$ cat src/rtl/width_change_pkg.sv
// Shared types and constants for the width_change_arbiter slice.
// Imported by the interface, the round-robin sub-module and the top.
package width_change_pkg;

  typedef enum logic {
    IDLE = 1'b0,
    HI   = 1'b1
  } state_e;

  localparam logic [7:0] PAD_DEFAULT = 8'h00;

  // Source index width, never narrower than one bit.
  function automatic int src_width(input int nreq);
    return (nreq > 1) ? $clog2(nreq) : 1;
  endfunction

endpackage

$ cat src/rtl/width_change_arbiter_if.sv
// Requester-side byte streams and converter-side byte/pair status bundled together.
// The arbiter uses the slave modport; the environment drives through master.
interface width_change_arbiter_if #(
  parameter int NREQ   = 4,
  parameter int AWIDTH = 8
) ();
  import width_change_pkg::*;

  localparam int SRCW = src_width(NREQ);

  logic [NREQ-1:0]        req_vld;
  logic [NREQ*AWIDTH-1:0] req_data;
  logic [NREQ-1:0]        req_rdy;
  logic                   a_vld;
  logic [AWIDTH-1:0]      a;
  logic [SRCW-1:0]        pair_src;
  logic                   pair_done;
  logic                   pair_pad;
  logic                   busy;

  modport slave (
    input  req_vld, req_data,
    output req_rdy, a_vld, a, pair_src, pair_done, pair_pad, busy
  );

  modport master (
    output req_vld, req_data,
    input  req_rdy, a_vld, a, pair_src, pair_done, pair_pad, busy
  );

endinterface

$ cat src/rtl/width_change_arbiter_rr_arbiter.sv
// Combinational round-robin pick: first asserted request at or after ptr,
// returned both one-hot and encoded.
module rr_arbiter #(
  parameter  int NREQ = 4,
  localparam int SRCW = width_change_pkg::src_width(NREQ)
) (
  input  logic [NREQ-1:0] req,
  input  logic [SRCW-1:0] ptr,
  output logic [NREQ-1:0] gnt_oh,
  output logic [SRCW-1:0] gnt_idx,
  output logic            gnt_vld
);

  logic [SRCW-1:0] cand;

  // Scanning from the farthest candidate back to ptr lets the closest one overwrite.
  always_comb begin
    gnt_oh  = '0;
    gnt_idx = '0;
    gnt_vld = 1'b0;
    cand    = '0;
    for (int k = NREQ - 1; k >= 0; k--) begin
      cand = SRCW'((int'(ptr) + k) % NREQ);
      if (req[cand]) begin
        gnt_idx = cand;
        gnt_vld = 1'b1;
      end
    end
    if (gnt_vld) gnt_oh[gnt_idx] = 1'b1;
  end

endmodule

$ cat src/rtl/width_change_arbiter.sv
// Round-robin share of one 8-to-16 converter: each grant lasts exactly one byte pair,
// with a PAD byte closing a half-pair whose second byte never comes.
module width_change_arbiter
  import width_change_pkg::*;
#(
  parameter int                NREQ    = 4,
  parameter int                AWIDTH  = 8,
  parameter int                TIMEOUT = 16,
  parameter logic [AWIDTH-1:0] PAD     = AWIDTH'(PAD_DEFAULT)
) (
  input logic                  clk,
  input logic                  rst,
  width_change_arbiter_if.slave bus
);

  localparam int              SRCW     = src_width(NREQ);
  localparam int              CNTW     = (TIMEOUT > 0) ? $clog2(TIMEOUT + 1) : 1;
  localparam logic [CNTW-1:0] CNT_LAST = (TIMEOUT > 0) ? CNTW'(TIMEOUT - 1) : '0;
  localparam logic [SRCW-1:0] SRC_LAST = SRCW'(NREQ - 1);

  state_e            state_q, state_d;
  logic [SRCW-1:0]   grant_q, grant_d;
  logic [SRCW-1:0]   rr_ptr_q, rr_ptr_d;
  logic [CNTW-1:0]   wait_cnt_q, wait_cnt_d;
  logic              a_vld_q, a_vld_d;
  logic [AWIDTH-1:0] a_q, a_d;
  logic              pair_done_q, pair_done_d;
  logic              pair_pad_q, pair_pad_d;
  logic [SRCW-1:0]   pair_src_q, pair_src_d;

  logic [NREQ-1:0]   arb_req, win_oh, req_rdy;
  logic [SRCW-1:0]   win_idx, sel_idx, next_ptr;
  logic              win_vld, xfer, timeout_hit;
  logic [AWIDTH-1:0] sel_data;

  // A source that just timed out sits out the cycle in which its pad is issued.
  always_comb begin
    arb_req = bus.req_vld;
    if (pair_pad_q) arb_req[grant_q] = 1'b0;
  end

  rr_arbiter #(.NREQ(NREQ)) u_rr (
    .req     (arb_req),
    .ptr     (rr_ptr_q),
    .gnt_oh  (win_oh),
    .gnt_idx (win_idx),
    .gnt_vld (win_vld)
  );

  always_comb begin
    req_rdy = '0;
    if (!rst) begin
      if (state_q == HI) req_rdy[grant_q] = 1'b1;
      else if (win_vld)  req_rdy = win_oh;
    end
  end

  assign xfer        = |(bus.req_vld & req_rdy);
  assign sel_idx     = (state_q == HI) ? grant_q : win_idx;
  assign sel_data    = bus.req_data[int'(sel_idx) * AWIDTH +: AWIDTH];
  assign timeout_hit = (TIMEOUT != 0) && (wait_cnt_q == CNT_LAST);
  assign next_ptr    = (grant_q == SRC_LAST) ? '0 : grant_q + 1'b1;

  always_ff @(posedge clk) begin
    if (rst) begin
      state_q     <= IDLE;
      grant_q     <= '0;
      rr_ptr_q    <= '0;
      wait_cnt_q  <= '0;
      a_vld_q     <= 1'b0;
      a_q         <= '0;
      pair_done_q <= 1'b0;
      pair_pad_q  <= 1'b0;
      pair_src_q  <= '0;
    end else begin
      state_q     <= state_d;
      grant_q     <= grant_d;
      rr_ptr_q    <= rr_ptr_d;
      wait_cnt_q  <= wait_cnt_d;
      a_vld_q     <= a_vld_d;
      a_q         <= a_d;
      pair_done_q <= pair_done_d;
      pair_pad_q  <= pair_pad_d;
      pair_src_q  <= pair_src_d;
    end
  end

  // The pointer only moves when a pair closes, so a busy source cannot take two pairs in a row.
  always_comb begin
    state_d    = state_q;
    grant_d    = grant_q;
    rr_ptr_d   = rr_ptr_q;
    wait_cnt_d = wait_cnt_q;
    case (state_q)
      IDLE: begin
        if (xfer) begin
          state_d    = HI;
          grant_d    = win_idx;
          wait_cnt_d = '0;
        end
      end
      HI: begin
        if (xfer || timeout_hit) begin
          state_d  = IDLE;
          rr_ptr_d = next_ptr;
        end else if (wait_cnt_q != '1) begin
          wait_cnt_d = wait_cnt_q + 1'b1;
        end
      end
      default: state_d = IDLE;
    endcase
  end

  always_comb begin
    a_vld_d     = 1'b0;
    a_d         = a_q;
    pair_done_d = 1'b0;
    pair_pad_d  = 1'b0;
    pair_src_d  = pair_src_q;
    if (xfer) begin
      a_vld_d = 1'b1;
      a_d     = sel_data;
      if (state_q == HI) begin
        pair_done_d = 1'b1;
        pair_src_d  = grant_q;
      end
    end else if (state_q == HI && timeout_hit) begin
      a_vld_d     = 1'b1;
      a_d         = PAD;
      pair_done_d = 1'b1;
      pair_pad_d  = 1'b1;
      pair_src_d  = grant_q;
    end
  end

  assign bus.req_rdy   = req_rdy;
  assign bus.a_vld     = a_vld_q;
  assign bus.a         = a_q;
  assign bus.pair_done = pair_done_q;
  assign bus.pair_pad  = pair_pad_q;
  assign bus.pair_src  = pair_src_q;
  assign bus.busy      = (state_q == HI);

endmodule

$ cat src/flat_wrapper.sv
// flat-port wrapper written by rule: the top's interface ports become plain ports
module width_change_arbiter_flat import width_change_pkg::*;
#(
  parameter int                NREQ    = 4,
  parameter int                AWIDTH  = 8,
  parameter int                TIMEOUT = 16,
  parameter logic [AWIDTH-1:0] PAD     = AWIDTH'(PAD_DEFAULT)
)
  (clk, rst, bus_req_vld, bus_req_data, bus_req_rdy, bus_a_vld, bus_a, bus_pair_src, bus_pair_done, bus_pair_pad, bus_busy);
  width_change_arbiter_if #(.NREQ(NREQ), .AWIDTH(AWIDTH)) bus_i ();
  input logic clk;
  input logic rst;
  input wire logic [$bits(bus_i.req_vld)-1:0] bus_req_vld;
  input wire logic [$bits(bus_i.req_data)-1:0] bus_req_data;
  output wire logic [$bits(bus_i.req_rdy)-1:0] bus_req_rdy;
  output wire logic [$bits(bus_i.a_vld)-1:0] bus_a_vld;
  output wire logic [$bits(bus_i.a)-1:0] bus_a;
  output wire logic [$bits(bus_i.pair_src)-1:0] bus_pair_src;
  output wire logic [$bits(bus_i.pair_done)-1:0] bus_pair_done;
  output wire logic [$bits(bus_i.pair_pad)-1:0] bus_pair_pad;
  output wire logic [$bits(bus_i.busy)-1:0] bus_busy;
  assign bus_i.req_vld = bus_req_vld;
  assign bus_i.req_data = bus_req_data;
  assign bus_req_rdy = bus_i.req_rdy;
  assign bus_a_vld = bus_i.a_vld;
  assign bus_a = bus_i.a;
  assign bus_pair_src = bus_i.pair_src;
  assign bus_pair_done = bus_i.pair_done;
  assign bus_pair_pad = bus_i.pair_pad;
  assign bus_busy = bus_i.busy;
  width_change_arbiter #(.NREQ(NREQ), .AWIDTH(AWIDTH), .TIMEOUT(TIMEOUT), .PAD(PAD)) u_core (.clk(clk), .rst(rst), .bus(bus_i));
endmodule
$ cat config.mk
export PLATFORM = sky130hd
export DESIGN_NAME = width_change_arbiter_flat
export DESIGN_NICKNAME = d
export VERILOG_FILES = /design/src/rtl/width_change_pkg.sv /design/src/rtl/width_change_arbiter_if.sv /design/src/rtl/width_change_arbiter_rr_arbiter.sv /design/src/rtl/width_change_arbiter.sv /design/src/flat_wrapper.sv
export SDC_FILE = /design/constraint.sdc
export NUM_CORES = 1
export LEC_CHECK = 0
export ABC_CLOCK_PERIOD_IN_PS = 5010
export CAP_MARGIN = 25
export CORE_ASPECT_RATIO = 1.25
export CORE_MARGIN = 2
export CORE_UTILIZATION = 28
export CTS_CLUSTER_DIAMETER = 150
export DETAILED_ROUTE_END_ITERATION = 7
export GPL_TIMING_DRIVEN = 0
export PLACE_DENSITY = 0.48
export SYNTH_ARGS = -nofsm -noshare
export SYNTH_HDL_FRONTEND = slang
export SYNTH_SLANG_ARGS = --single-unit
$ cat constraint.sdc
create_clock -name clk -period 5.01 [get_ports clk]
set_clock_uncertainty 0.1 [all_clocks]
set_input_delay 1.002 -clock clk [delete_from_list [all_inputs] [get_ports clk]]
set_output_delay 1.002 -clock clk [all_outputs]
set_load 0.03 [all_outputs]
== Word-level counts from Yosys, hierarchy flattened ==
Cells that the tools add are included.
Word-level totals
  output and inout port bits: 18
  input port bits: 38
  bits in registers: 23
  word-level logic and storage cells: 87
Cells by class
  bitwise operators: 4
  reduce and logical (&&, ||, !) cells: 11
  $lt $le $gt $ge: 8
  shift-type cells: 1
  equal/unequal tests: 7
  add/subtract/negate cells: 5
  muxes and demuxes: 42
Operator list (count)
  variable part select 32 x 6 -> 8 bit: 1
  < comparator 2 x 3 -> 1 bit (second input constant): 6
  2-to-1 mux 2 bit: 9
  2-to-1 mux 1 bit: 16
  2-to-1 mux 4 bit: 4
  2-to-1 mux 8 bit: 2
  2-to-1 mux 5 bit: 3
  one-hot mux 5 bit (2 select lines): 1
  AND 4 bit: 2
  binary-select mux 1 bit (select 2 bit): 4
  AND reduction 2 bit: 3
  adder 5 x 1 -> 5 bit (second input constant): 1
  == test 5 x 4 -> 1 bit (second input constant): 1
  != test 5 bit (second input constant): 1
  OR reduction 5 bit: 1
  adder 2 x 1 -> 2 bit (second input constant): 2
  adder 2 bit (second input constant): 2
  demux 1 bit (select 2 bit): 2
  greater-or-equal comparator 2 x 1 -> 1 bit (second input constant): 2
  != test 2 x 1 -> 1 bit (second input constant): 2
  != test 2 bit (second input constant): 2
  NOT 4 bit: 1
  OR reduction 4 bit: 1
  logical AND 1 bit: 3
  6 further kinds: 6

== Logic depth before layout (Yosys ltp) ==
  depth in word-level cells: 25
  mapped depth: 11

== By module ==
A second synthesis with hierarchy kept.
Second synthesis, totals
  cell total of the unflattened synthesis: 196
  area total of the unflattened synthesis: 1771.7 um^2
By module, submodules not included
  width_change_arbiter: cells each 168, seq. area each 460.4 um^2, area an instance 1595.3 um^2, times used 1
  rr_arbiter: cells each 28, seq. area each 0.0 um^2, area an instance 176.4 um^2, times used 1

== Worst setup path before layout ==
OpenSTA, ideal clock, no wires.
  path type: input to output
  start: in bus_req_vld[0]
  end: out bus_req_rdy[3]
  slack: 1.688 ns
  stages on the path: 5
  data arrival time: 2.220 ns
  cells stage by stage: a21boi_2 a22oi_2 o211ai_2 o31ai_2 and2_1
On the way
  cells in the longest elaborated chain, start to end: 15
  elaborated cells between the ends (all ways): 26
  classes of those cells: 2 x order compare; 22 x mux; 1 x bitwise; 1 x reduce/logical
RTL lines
  start, declared: line flat_wrapper.sv:13  | input wire logic [$bits(bus_i.req_vld)-1:0] bus_req_vld;
  AND 4 bit (no source line)
  2-to-1 mux 4 bit *: line width_change_arbiter.sv:39  | if (pair_pad_q) arb_req[grant_q] = 1'b0;
  binary-select mux 1 bit (select 2 bit): line width_change_arbiter_rr_arbiter.sv:24  | if (req[cand]) begin
  2-to-1 mux 1 bit (not written as such): line width_change_arbiter_rr_arbiter.sv:24
  2-to-1 mux 2 bit (4 in series): line width_change_arbiter_rr_arbiter.sv:24
  < comparator 2 x 3 -> 1 bit (not written as such) or greater-or-equal comparator 2 x 1 -> 1 bit (tied branches): line width_change_arbiter_rr_arbiter.sv:29  | if (gnt_vld) gnt_oh[gnt_idx] = 1'b1;
  logical AND 1 bit (not written as such): line width_change_arbiter_rr_arbiter.sv:29
  2-to-1 mux 1 bit (not written as such): line width_change_arbiter_rr_arbiter.sv:29
  demux 1 bit (select 2 bit): line width_change_arbiter_rr_arbiter.sv:29
  2-to-1 mux 4 bit *: line width_change_arbiter.sv:54  | else if (win_vld) req_rdy = win_oh;
  2-to-1 mux 4 bit *: line width_change_arbiter.sv:53  | if (state_q == HI) req_rdy[grant_q] = 1'b1;
  2-to-1 mux 4 bit *: line width_change_arbiter.sv:52  | if (!rst) begin
  end, declared: line flat_wrapper.sv:15  | output wire logic [$bits(bus_i.req_rdy)-1:0] bus_req_rdy;
Every way passes the cells marked *; elsewhere a longest branch is shown, timed or not. The select of a mux whose other input is x is not followed.

== Final worst setup path ==
  start: in bus_req_vld[1]
  end: out bus_req_rdy[3]
The elaborated chain is that of the path after synthesis.

==> results_dict.tcl <==
set metrics [dict create \
    status "complete, no violations" \
    met2_wirelength_um 3000 \
    cts_resized 0 \
    cp-start-kind "primary input" \
    drtAntennaViolNets 0 \
    post_cts_buffers 0 \
    critical_path_class "in2out" \
    min_from "u_core.bus.a[2]$_SDFFE_PP0P_" \
    max_slew_margin_pct 60.2 \
    num-fill-cells 683 \
    num_io_pins 56 \
    min_period_over_period_pct 92.6 \
    p_per_area_nw_per_um2 346 \
    synthesis.area_um2 1830 \
    drt_wl_total_um 5640 \
    m1WireLength_um 2320 \
    first_pass_iters 4 \
    die_y_um 94.4 \
    worst_pin_slew_ns 0.597 \
    tns_ns 0 \
    syn_avg_cell_area_um2 8.28 \
    post-route-util_pct 40.5 \
    crit_chain "clkdlybuf4s50_1 > a21boi_1 > o211ai_2 > o31ai_2 > and2_1 > clkdlybuf4s50_1" \
    grt_pass1_wl_um 9570 \
    cts_buffers 3 \
    synth_cell_types 47 \
    wl_per_cell_um 15.5 \
    yosysWarnings 0 \
    htree_num_levels 1 \
    drt_iter0_drc 64 \
    overflow 0 \
    combPwrFrac_pct 59.0 \
    setup_viol 0 \
    drc 0 \
    dieArea_um2 7200 \
    slowest_delay_ns 0.67 \
    synth_area_leader_cell "dfxtp_1" \
    cp_slowest_cell "clkdlybuf4s50_1" \
    grt_max_degree 13 \
    areaGrowthSynthToFinish_pct 38.3 \
    fin_crit_ns 4.64 \
    wl_met3_um 269 \
    final_nets 326 \
    antenna_found_initial 0 \
    rsz0062_at_grt "false" \
    required_ns 3.91 \
    clockRootBuffer "clkbuf_8" \
    antenna_cells 0 \
    p_sw_uw 383 \
    p_total_uw 875 \
    top_layer_used "met4" \
    holdBufCountCts 0 \
    max-cap-violations 0 \
    layout-drive-gt1-share_pct 10.4 \
    yosysTopAreaCellShare_pct 25.2 \
    synthArstFlopShare_pct 0 \
    initial_core_util_pct 29.3 \
    finalWeightedCongestion 0.777 \
    port_buffers 55 \
    worst_setup_path_end_kind "output pin" \
    synth_nets 266 \
    hold_viol 0 \
    clkTransAtPathRegs_ns 0.08 \
    clkPwrFrac_pct 13.6 \
    dieWidth_um 76.3 \
    p_sw_share_pct 43.8 \
    dp.final_hpwl_um 4520 \
    synth_area_leaders "dfxtp_1 25%, mux2i_1 15%, a21oi_1 5.2%" \
    min_path_cells 2 \
    reg2reg_depth 10 \
    cp_max_fo 6 \
    finalMaxSlewViolations 0 \
    viasPerCell 5.27 \
    syn-instance-count 221 \
    cts.sinks 23 \
    synth-seq-area-share_pct 25.2 \
    fmax_ghz 0.216 \
    crit_top_cell "clkdlybuf4s50_1" \
    cts_buffer_depth 2 \
    internal_power_uw 492 \
    cts_tree "yes" \
    synth_seq_cells 23 \
    vias 1925 \
    cp.arrival_ns 3.54 \
    rrSetupSlack_ns 2.08 \
    synth-main-ff-cell "dfxtp_1" \
    hold_end "u_core.bus.a[2]$_SDFFE_PP0P_" \
    grt_pass1_vias 1883 \
    coreArea_um2 6250 \
    rr_endpoint "u_core.bus.pair_done$_SDFF_PP0_" \
    grt.total_usage_pct 16.6 \
    vdd_drop_max_mv 0.111 \
    r2r_start "u_core.grant_q[1]$_SDFFE_PP0P_" \
    sequentialPowerShare_pct 27.3 \
    synth_edf_count 0 \
    clk_latency_ns 0.27 \
    whs_ns 0.376 \
    p_leak_nw 0.902 \
    floorplan.rows 32 \
    hold_class "reg2reg" \
]
## state kept, by name, summed over array words and instances, names as in the netlist
signal and count:
u_core.bus.pair_pad 1, u_core.bus.a_vld 1, u_core.bus.a 8, u_core.grant_q 2
u_core.bus.busy 1, u_core.bus.pair_done 1, u_core.bus.pair_src 2, u_core.wait_cnt_q 5
u_core.rr_ptr_q 2
## worst max path at each step
stage / end / start / cells after the start
after floorplan: bus_req_rdy[3] / bus_req_vld[0] / 5
after global placement: bus_req_rdy[3] / bus_req_vld[1] / 6
after detailed placement: bus_req_rdy[3] / bus_req_vld[1] / 6
after CTS: bus_req_rdy[3] / bus_req_vld[1] / 6
after global routing: bus_req_rdy[3] / bus_req_vld[1] / 6
final: bus_req_rdy[3] / bus_req_vld[1] / 6
## cell usage after synthesis, types with 5 or more instances
master and count:
nand2_1 18, dfxtp_1 23, nand2b_1 5, a21oi_1 19, nand3_1 9, clkbuf_1 8
nand4_1 9, buf_2 6, ha_1 7, nor2_1 7, o21ai_0 13, nor3_1 7
inv_1 6, mux2i_1 27
## power groups by stage
stage | clock network (mW) | logic [mW] | registers (mW)
floorplan | 0 | 0.318 | 0.277
global placement | 0 | 0.521 | 0.243
detailed placement | 0 | 0.521 | 0.243
CTS | 0.124 | 0.523 | 0.239
global route | 0.132 | 0.562 | 0.244
finish | 0.119 | 0.517 | 0.239
## logic make-up after synthesis
group	after synthesis	synth area share (%)
multiplexers	27	14.8
adder cells (fa/ha/maj)	7	4.78
AND/OR/NAND/NOR	67	18.7
buffers and inverters	23	5.74
flip-flops	23	25.2
AO/OA/AOI/OAI	74	30.8
## final cells by class
cell class,instances,area (um^2),share of cell area (%)
multi-input combinational,175,1260,50.0
timing repair buffer,55,551,21.7
sequential,23,460,18.2
tap,85,106,4.20
buffer,16,78.8,3.11
clock buffer,4,45.0,1.78
inverter,7,26.3,1.04
## worst max-delay path: cells and delay by family
kind,cells,cell delay [ns]
simple gates,1,0.19
compound gates,3,1.16
buf+inv,2,1.18
## per-layer routing
metal	up-vias	GRT usage, %
met5	-	0
met1	904	18.2
met2	56	32.7
met4	0	4.55
met3	4	3.15
li1	961	-
## per-stage QoR
stage / setup WS, ns / instances / cell area [um^2]
5_1_grt: 0.239 / 365 / 2530
3_3_place_gp: 0.368 / 361 / 2490
3_5_place_dp: 0.332 / 361 / 2490
4_1_cts: 0.335 / 365 / 2530
6_report: 0.371 / 365 / 2530
2_1_floorplan: 1.69 / 221 / 1830
## placed cells by master, fill, tap and decap left out, types with 2 or more instances in the layout
cell and n:
a21bo_2 2, a21boi_2 2, a21oi_1 19, a22oi_1 2, a31o_2 3, a31oi_1 4, a32oi_1 3, and3_1 4
buf_2 6, clkbuf_1 9, clkbuf_8 3, clkdlybuf4s50_1 55, dfxtp_1 23, ha_1 7, inv_1 6, mux2i_1 27
nand2_1 18, nand2b_1 5, nand3_1 9, nand4_1 9, nor2_1 7, nor2b_1 4, nor3_1 7, o21ai_0 13
o21ai_1 3, o311ai_1 4, o31ai_2 2, o32ai_1 3
(Power assumes the default switching activity.)
